`src/rtl/wb_pkg.sv`:
```
// Shared definitions for the writeback collector slice.
// Holds default sizing, the functional-unit codes that match the issue stage's
// func_unit field, and the per-unit result buffer entry layout.
package wb_pkg;

  localparam int NUM_UNITS = 3;
  localparam int DATA_W    = 32;
  localparam int ADDR_W    = 5;

  // Unit index doubles as the 2-bit func_unit code used at issue.
  typedef enum logic [1:0] {
    FU_ALU   = 2'd0,
    FU_MEM   = 2'd1,
    FU_SHIFT = 2'd2
  } fu_unit_e;

  // One buffered result. kill is resolved at capture so the retire path
  // only needs a single bit to suppress the register write.
  typedef struct packed {
    logic [DATA_W-1:0] data;
    logic [ADDR_W-1:0] regdest;
    logic              writereg;
    logic              kill;
  } wb_entry_t;

endpackage

```
`src/rtl/writeback_collector_if.sv`:
```
// Bus bundle between the functional units and the writeback collector, plus
// the register-file / scoreboard retire outputs.
//   fu_wb_*   : per-unit result handshake (valid/ready) and payload
//   wb_reg_*  : register-file write port
//   wb_sb_*   : scoreboard clear and producing unit
//   wb_ovf_exc: overflow exception pulse, wb_busy: any buffer occupied
// master = execution side driving results, slave = the collector.
interface writeback_collector_if
  import wb_pkg::*;
#(
  parameter int NUM_UNITS = wb_pkg::NUM_UNITS,
  parameter int DATA_W    = wb_pkg::DATA_W,
  parameter int ADDR_W    = wb_pkg::ADDR_W
);

  logic [NUM_UNITS-1:0]        fu_wb_valid;
  logic [NUM_UNITS-1:0]        fu_wb_ready;
  logic [NUM_UNITS*DATA_W-1:0] fu_wb_data;
  logic [NUM_UNITS*ADDR_W-1:0] fu_wb_regdest;
  logic [NUM_UNITS-1:0]        fu_wb_writereg;
  logic [NUM_UNITS-1:0]        fu_wb_writeov;
  logic [NUM_UNITS-1:0]        fu_wb_overflow;

  logic [ADDR_W-1:0]           wb_reg_addr;
  logic [DATA_W-1:0]           wb_reg_data;
  logic                        wb_reg_write;
  logic [ADDR_W-1:0]           wb_sb_addr;
  logic                        wb_sb_clear;
  logic [1:0]                  wb_sb_unit;
  logic                        wb_ovf_exc;
  logic                        wb_busy;

  modport master (
    output fu_wb_valid, fu_wb_data, fu_wb_regdest, fu_wb_writereg,
           fu_wb_writeov, fu_wb_overflow,
    input  fu_wb_ready, wb_reg_addr, wb_reg_data, wb_reg_write,
           wb_sb_addr, wb_sb_clear, wb_sb_unit, wb_ovf_exc, wb_busy
  );

  modport slave (
    input  fu_wb_valid, fu_wb_data, fu_wb_regdest, fu_wb_writereg,
           fu_wb_writeov, fu_wb_overflow,
    output fu_wb_ready, wb_reg_addr, wb_reg_data, wb_reg_write,
           wb_sb_addr, wb_sb_clear, wb_sb_unit, wb_ovf_exc, wb_busy
  );

endinterface

```
`src/rtl/writeback_collector_arbiter.sv`:
```
// Purely combinational round-robin arbiter.
//   req_i       : request per requester
//   ptr_i       : highest-priority requester this cycle
//   grant_o     : one-hot grant
//   grant_idx_o : index of the granted requester
//   any_grant_o : some requester was granted
module rr_arbiter #(
  parameter int N     = 3,
  parameter int IDX_W = (N > 1) ? $clog2(N) : 1
) (
  input  logic [N-1:0]     req_i,
  input  logic [IDX_W-1:0] ptr_i,
  output logic [N-1:0]     grant_o,
  output logic [IDX_W-1:0] grant_idx_o,
  output logic             any_grant_o
);

  // Scan from ptr_i upward with wraparound; the first requester found wins.
  always_comb begin
    int idx;
    idx         = 0;
    grant_o     = '0;
    grant_idx_o = '0;
    any_grant_o = 1'b0;
    for (int k = 0; k < N; k++) begin
      idx = (int'(ptr_i) + k) % N;
      if (!any_grant_o && req_i[idx]) begin
        grant_o[idx] = 1'b1;
        grant_idx_o  = IDX_W'(idx);
        any_grant_o  = 1'b1;
      end
    end
  end

endmodule

```
`src/rtl/writeback_collector.sv`:
```
// Writeback collector: one result buffer per functional unit, round-robin
// arbitration of the single register-file write port, and the scoreboard
// clear that retires the pending bit set at issue.
//   clock, reset : rising-edge clock, synchronous active-high reset
//   bus (slave)  : unit result handshakes in, register-file/scoreboard out
// Results appear on the write port two edges after capture (capture, then
// load into the output registers).
module writeback_collector
  import wb_pkg::*;
#(
  parameter int NUM_UNITS = wb_pkg::NUM_UNITS,
  parameter int DATA_W    = wb_pkg::DATA_W,
  parameter int ADDR_W    = wb_pkg::ADDR_W
) (
  input  logic                  clock,
  input  logic                  reset,
  writeback_collector_if.slave  bus
);

  localparam int IDX_W = (NUM_UNITS > 1) ? $clog2(NUM_UNITS) : 1;

  logic [NUM_UNITS-1:0] held_q, held_d;
  logic [NUM_UNITS-1:0] ready, capture, grant;
  wb_entry_t            entry_q   [NUM_UNITS];
  wb_entry_t            new_entry [NUM_UNITS];
  wb_entry_t            sel;
  logic [IDX_W-1:0]     rr_ptr_q, rr_ptr_d, grant_idx;
  logic                 any_grant;

  logic [ADDR_W-1:0]    addr_q, addr_d;
  logic [DATA_W-1:0]    data_q, data_d;
  logic [1:0]           unit_q, unit_d;
  logic                 reg_write_q, reg_write_d;
  logic                 sb_clear_q, sb_clear_d;
  logic                 ovf_q, ovf_d;

  // Grant depends only on buffer occupancy and the pointer, never on valid.
  rr_arbiter #(.N(NUM_UNITS), .IDX_W(IDX_W)) u_arb (
    .req_i       (held_q),
    .ptr_i       (rr_ptr_q),
    .grant_o     (grant),
    .grant_idx_o (grant_idx),
    .any_grant_o (any_grant)
  );

  // A buffer being drained this cycle can accept a new result at the same edge.
  assign ready           = ~held_q | grant;
  assign capture         = bus.fu_wb_valid & ready;
  assign bus.fu_wb_ready = ready;
  assign bus.wb_busy     = |held_q;

  // Unpack the flat unit buses and resolve overflow suppression at capture.
  always_comb begin
    for (int i = 0; i < NUM_UNITS; i++) begin
      new_entry[i].data     = bus.fu_wb_data[i*DATA_W +: DATA_W];
      new_entry[i].regdest  = bus.fu_wb_regdest[i*ADDR_W +: ADDR_W];
      new_entry[i].writereg = bus.fu_wb_writereg[i];
      new_entry[i].kill     = bus.fu_wb_writeov[i] & bus.fu_wb_overflow[i];
    end
  end

  // A new capture wins over the drain of the same buffer, keeping it held.
  always_comb begin
    held_d = (held_q & ~grant) | capture;
  end

  // Pointer moves one past the winner; it stays put on idle cycles.
  always_comb begin
    rr_ptr_d = rr_ptr_q;
    if (any_grant) begin
      rr_ptr_d = (grant_idx == IDX_W'(NUM_UNITS - 1)) ? '0 : grant_idx + IDX_W'(1);
    end
  end

  // Retire decode. Killed or r0 results still clear the scoreboard; the
  // address/data/unit registers keep their value when nothing retires.
  always_comb begin
    sel         = entry_q[grant_idx];
    addr_d      = addr_q;
    data_d      = data_q;
    unit_d      = unit_q;
    reg_write_d = 1'b0;
    sb_clear_d  = 1'b0;
    ovf_d       = 1'b0;
    if (any_grant) begin
      addr_d      = sel.regdest;
      data_d      = sel.data;
      unit_d      = 2'(grant_idx);
      reg_write_d = sel.writereg & ~sel.kill & (sel.regdest != '0);
      sb_clear_d  = sel.writereg;
      ovf_d       = sel.kill;
    end
  end

  always_ff @(posedge clock) begin
    if (reset) begin
      held_q      <= '0;
      rr_ptr_q    <= '0;
      addr_q      <= '0;
      data_q      <= '0;
      unit_q      <= '0;
      reg_write_q <= 1'b0;
      sb_clear_q  <= 1'b0;
      ovf_q       <= 1'b0;
    end else begin
      held_q      <= held_d;
      rr_ptr_q    <= rr_ptr_d;
      addr_q      <= addr_d;
      data_q      <= data_d;
      unit_q      <= unit_d;
      reg_write_q <= reg_write_d;
      sb_clear_q  <= sb_clear_d;
      ovf_q       <= ovf_d;
    end
  end

  // Payload storage needs no reset; held_q qualifies it.
  always_ff @(posedge clock) begin
    for (int i = 0; i < NUM_UNITS; i++) begin
      if (capture[i]) begin
        entry_q[i] <= new_entry[i];
      end
    end
  end

  assign bus.wb_reg_addr  = addr_q;
  assign bus.wb_reg_data  = data_q;
  assign bus.wb_reg_write = reg_write_q;
  assign bus.wb_sb_addr   = addr_q;
  assign bus.wb_sb_clear  = sb_clear_q;
  assign bus.wb_sb_unit   = unit_q;
  assign bus.wb_ovf_exc   = ovf_q;

endmodule

```
`src/flat_wrapper.sv`:
```
// flat-port wrapper written by rule: the top's interface ports become plain ports
module writeback_collector_flat import wb_pkg::*;
#(
  parameter int NUM_UNITS = wb_pkg::NUM_UNITS,
  parameter int DATA_W    = wb_pkg::DATA_W,
  parameter int ADDR_W    = wb_pkg::ADDR_W
)
  (clock, reset, bus_fu_wb_valid, bus_fu_wb_data, bus_fu_wb_regdest, bus_fu_wb_writereg, bus_fu_wb_writeov, bus_fu_wb_overflow, bus_fu_wb_ready, bus_wb_reg_addr, bus_wb_reg_data, bus_wb_reg_write, bus_wb_sb_addr, bus_wb_sb_clear, bus_wb_sb_unit, bus_wb_ovf_exc, bus_wb_busy);
  writeback_collector_if #(.NUM_UNITS(NUM_UNITS), .DATA_W(DATA_W), .ADDR_W(ADDR_W)) bus_i ();
  input  logic clock;
  input  logic reset;
  input wire logic [$bits(bus_i.fu_wb_valid)-1:0] bus_fu_wb_valid;
  input wire logic [$bits(bus_i.fu_wb_data)-1:0] bus_fu_wb_data;
  input wire logic [$bits(bus_i.fu_wb_regdest)-1:0] bus_fu_wb_regdest;
  input wire logic [$bits(bus_i.fu_wb_writereg)-1:0] bus_fu_wb_writereg;
  input wire logic [$bits(bus_i.fu_wb_writeov)-1:0] bus_fu_wb_writeov;
  input wire logic [$bits(bus_i.fu_wb_overflow)-1:0] bus_fu_wb_overflow;
  output wire logic [$bits(bus_i.fu_wb_ready)-1:0] bus_fu_wb_ready;
  output wire logic [$bits(bus_i.wb_reg_addr)-1:0] bus_wb_reg_addr;
  output wire logic [$bits(bus_i.wb_reg_data)-1:0] bus_wb_reg_data;
  output wire logic [$bits(bus_i.wb_reg_write)-1:0] bus_wb_reg_write;
  output wire logic [$bits(bus_i.wb_sb_addr)-1:0] bus_wb_sb_addr;
  output wire logic [$bits(bus_i.wb_sb_clear)-1:0] bus_wb_sb_clear;
  output wire logic [$bits(bus_i.wb_sb_unit)-1:0] bus_wb_sb_unit;
  output wire logic [$bits(bus_i.wb_ovf_exc)-1:0] bus_wb_ovf_exc;
  output wire logic [$bits(bus_i.wb_busy)-1:0] bus_wb_busy;
  assign bus_i.fu_wb_valid = bus_fu_wb_valid;
  assign bus_i.fu_wb_data = bus_fu_wb_data;
  assign bus_i.fu_wb_regdest = bus_fu_wb_regdest;
  assign bus_i.fu_wb_writereg = bus_fu_wb_writereg;
  assign bus_i.fu_wb_writeov = bus_fu_wb_writeov;
  assign bus_i.fu_wb_overflow = bus_fu_wb_overflow;
  assign bus_fu_wb_ready = bus_i.fu_wb_ready;
  assign bus_wb_reg_addr = bus_i.wb_reg_addr;
  assign bus_wb_reg_data = bus_i.wb_reg_data;
  assign bus_wb_reg_write = bus_i.wb_reg_write;
  assign bus_wb_sb_addr = bus_i.wb_sb_addr;
  assign bus_wb_sb_clear = bus_i.wb_sb_clear;
  assign bus_wb_sb_unit = bus_i.wb_sb_unit;
  assign bus_wb_ovf_exc = bus_i.wb_ovf_exc;
  assign bus_wb_busy = bus_i.wb_busy;
  writeback_collector #(.NUM_UNITS(NUM_UNITS), .DATA_W(DATA_W), .ADDR_W(ADDR_W)) u_core (.clock(clock), .reset(reset), .bus(bus_i));
endmodule
```
`config.mk`:
```
export PLATFORM = sky130hd
export DESIGN_NAME = writeback_collector_flat
export DESIGN_NICKNAME = d
export VERILOG_FILES = /design/src/rtl/wb_pkg.sv /design/src/rtl/writeback_collector_if.sv /design/src/rtl/writeback_collector_arbiter.sv /design/src/rtl/writeback_collector.sv /design/src/flat_wrapper.sv
export SDC_FILE = /design/constraint.sdc
export NUM_CORES = 1
export LEC_CHECK = 0
export CAP_MARGIN = 20
export CORE_MARGIN = 5
export CORE_UTILIZATION = 40
export DETAILED_ROUTE_END_ITERATION = 16
export GPL_TIMING_DRIVEN = 0
export PLACE_DENSITY = 0.67
export SLEW_MARGIN = 0
export SYNTH_ARGS = -nofsm -noshare
export SYNTH_HDL_FRONTEND = slang
export SYNTH_HIERARCHICAL = 1
export SYNTH_SLANG_ARGS = --single-unit
```
`constraint.sdc`:
```
create_clock -name clock -period 4.34 [get_ports clock]
set_input_delay 0.651 -clock clock [delete_from_list [all_inputs] [get_ports clock]]
set_output_delay 0.651 -clock clock [all_outputs]
set_load 0.05 [all_outputs]
```
==> results.ini <==
[die]
initial_utilization_pct = 40.4
die_y_um = 136
rows = 46
die_w_um = 136
pin_count = 176
core_area_mm2 = 0.0158
dieArea_mm2 = 0.0186

[logic_synthesis]
synth_top_cell_by_area = edfxtp_1
ys_seq_area_share_pct = 69.9
synth-adder-area-share_pct = 0.786
syn-cell-area_mm2 = 0.00637
syn-num-nets = 589
synth_seq_cells = 164
synth_compound_area_share_pct = 6.58
synth-edff-count = 117
synth_xor_area_share_pct = 0
synth_common_cells = 117 x edfxtp_1, 72 x mux2i_1, 47 x dfxtp_1
synth.most_common_cell = edfxtp_1
syn_area_per_cell_um2 = 13.9
muxShareOfSynthArea_pct = 12.2
yosysWarnings = 6
synthTopCellsByArea = edfxtp_1 55%, dfxtp_1 15%, mux2i_1 11%
synthCells = 460
synth_top_family_by_area = multiplexers
synthArstFlopShare_pct = 0
synth-simple-area-share_pct = 7.33
synth_ff_type = edfxtp_1
netlist-cell-type-count = 43
synthDominantCellAreaShare_pct = 55.1

[clock_network]
clk_latency_ns = 0.42
cts_setup_buffers = 0
cts_buffers = 17
root_buffer = clkbuf_16
cts_tree = built
cts_buffer_depth = 2
cts-resized-gates = 0
cts_hold_buf = 0
numClockSinks = 164
clkSlewWorstSetupHoldPaths_ns = 0.06
cts_htree_levels = 4

[worst_setup_path]
r2r_cells = 12
path_max_fanout = 10
cp.arrival_ns = 2.97
r2r_start = u_core/rr_ptr_q[1]
critical_path_class = reg2out
crit_family = buffers and inverters
reg2reg_slack_ns = 1.21
critPathBufInv = 4
slowest_delay_ns = 0.82
worst_ep_required_time_ns = 3.69
crit_slowest_cell = clkdlybuf4s50_1
cp-start-kind = flip-flop
crit_path_end_kind = output pin
crit_path_start = u_core/rr_ptr_q[0]
path_depth = 9
cp_cell_sequence = inv_1, ha_1, buf_2, inv_1, a21oi_1, o211ai_1, a21oi_1, nand2b_1, clkdlybuf4s50_1
crit_end = bus_fu_wb_ready[1]
reg2reg_to = u_core/bus.wb_reg_data[26]

[pwr]
peakVddDrop_v = 0.000376
leakage_nw = 3.34
power_w = 0.00639
power_density_mw_per_mm2 = 708

[grt]
grt_pass1_wl_um = 24400
grt_pass1_vias = 4504
grt_overflow = 0
grtUsageTotal_pct = 17.7
grt_start_max_net_pins = 31
antenna_found_initial = 0

[detailed_routing]
vias = 4198
antenna_left = 0
avgViaCountPerCell = 4.74
initialDrtViolationCount = 266
drcViolationCount = 0
avgRoutedWirePerCell_um = 18.0
firstDrtPassIters = 5
drt_wl_total_um = 15900

[sta]
clock-skew-final_ns = 0.0121
maxSlewViolCount = 0
worst_pin_slew_ns = 0.688
slew-limit-headroom_pct = 54.0
fin_crit_ns = 3.62
setup_tns_ns = 0
rsz0062_at_grt = false
setup_violations = 0
hold_viol = 0
max_freq_mhz = 276
fin_crit_sh_pct = 83.4

[final_layout]
drive_gt1_share_pct = 8.97
seq_area_mm2 = 0.00445
nFillCells = 1296
nNetsFinal = 785
n_antenna_cell = 0
multi_input_area_mm2 = 0.00172
area_delta_synth_final_pct = 41.7

[place]
dp.final_hpwl_um = 11500
portBuffers = 174
place.gp.congestion = 0.868

[outcome]
status = finished clean

[flow_run]
cap_violations = 0

[worst_hold_path]
min_path_type = reg2reg

## state kept, by name, summed over array words and instances, names as in the netlist, 2 cells and up
signal and cells:
u_core/bus.wb_reg_addr 5, u_core/rr_ptr_q 2, u_core/held_q 3, u_core/bus.wb_reg_data 32
u_core/entry_q 117, u_core/bus.wb_sb_unit 2
## metal layers
| metal | vias to the layer above | wire (um) | GRT usage [%] |
|---|---|---|---|
| met2 | 161 | 8070 | 30.1 |
| met1 | 1953 | 6470 | 21.5 |
| met3 | 26 | 1170 | 6.03 |
| met4 | 0 | 199 | 4.82 |
| met5 | - | 0 | 0 |
| li1 | 2058 | - | - |
## how the worst min path moves through the flow
stage,depth (start not counted),from,end
floorplan,2,u_core/entry_q[1][10],u_core/bus.wb_reg_data[3]
global placement,2,u_core/bus.wb_reg_data[1],u_core/bus.wb_reg_data[1]
detailed placement,2,u_core/bus.wb_sb_unit[1],u_core/bus.wb_sb_unit[1]
CTS,2,u_core/bus.wb_reg_data[5],u_core/bus.wb_reg_data[5]
finish,2,u_core/bus.wb_sb_unit[1],u_core/bus.wb_sb_unit[1]
global route,2,u_core/bus.wb_reg_data[27],u_core/bus.wb_reg_data[27]
## kinds of logic after synthesis
kind of cell / Yosys count
AND/OR/NAND/NOR: 108
AO/OA/AOI/OAI: 70
buffers and inverters: 39
flip-flops: 164
multiplexers: 75
adder cells (fa/ha/maj): 4
## area by class of cell
| class | count | share of cell area, % |
|---|---|---|
| Inverter | 9 | 0.374 |
| Multi-Input combinational cell | 257 | 19.0 |
| Clock inverter | 14 | 1.65 |
| Buffer | 30 | 1.89 |
| Sequential cell | 164 | 49.4 |
| Clock buffer | 18 | 4.76 |
| Tap cell | 216 | 2.99 |
| Timing Repair Buffer | 177 | 20.0 |
## report_power, final
part	internal, W	switching, W
Sequential	0.00203	0.000166
Combinational	0.00105	0.00171
Clock	0.000807	0.000633
Total	0.00389	0.00251
## layout by cell type, fill, tap and decap left out, types with 2 or more instances in the layout
cell,netlist,final
inv_6,0,2
clkbuf_1,6,7
mux2i_1,72,72
inv_8,0,2
a221oi_1,4,4
a21oi_1,16,16
clkbuf_16,0,17
inv_1,9,9
o21bai_1,5,5
clkdlybuf4s50_1,0,174
and2_2,0,3
nand3_1,2,2
dfxtp_1,47,47
nor3_1,3,3
buf_6,2,2
edfxtp_1,117,117
buf_4,5,5
clkinvlp_4,0,2
buf_12,0,3
mux2i_4,2,2
o21ai_0,32,32
nor2_1,44,44
and2_1,6,3
buf_2,11,11
clkinv_4,0,5
nand2b_1,6,6
buf_1,5,5
nand2_1,40,40
ha_1,4,4
## through the flow
stage / utilization [%] / setup WS [ns] / instances / hold slack, ns / instance area [um^2]
detailed placement: 53.6 / 1.23 / 853 / 0.489 / 8450
floorplan: - / 1.08 / 460 / 0.471 / 6370
global placement: 53.2 / 0.713 / 850 / 0.477 / 8380
finish: 57.2 / 0.722 / 885 / 0.506 / 9020
global route: 57.2 / 0.610 / 885 / 0.524 / 9020
CTS: 57.2 / 0.773 / 885 / 0.510 / 9020
## worst min-delay path, cell delays in order, from the launching register on
cell and delay, ns:
dfxtp_1 0.33, mux2i_1 0.07, nor2_1 0.08
No activity file was read; power rests on OpenSTA's default activity.
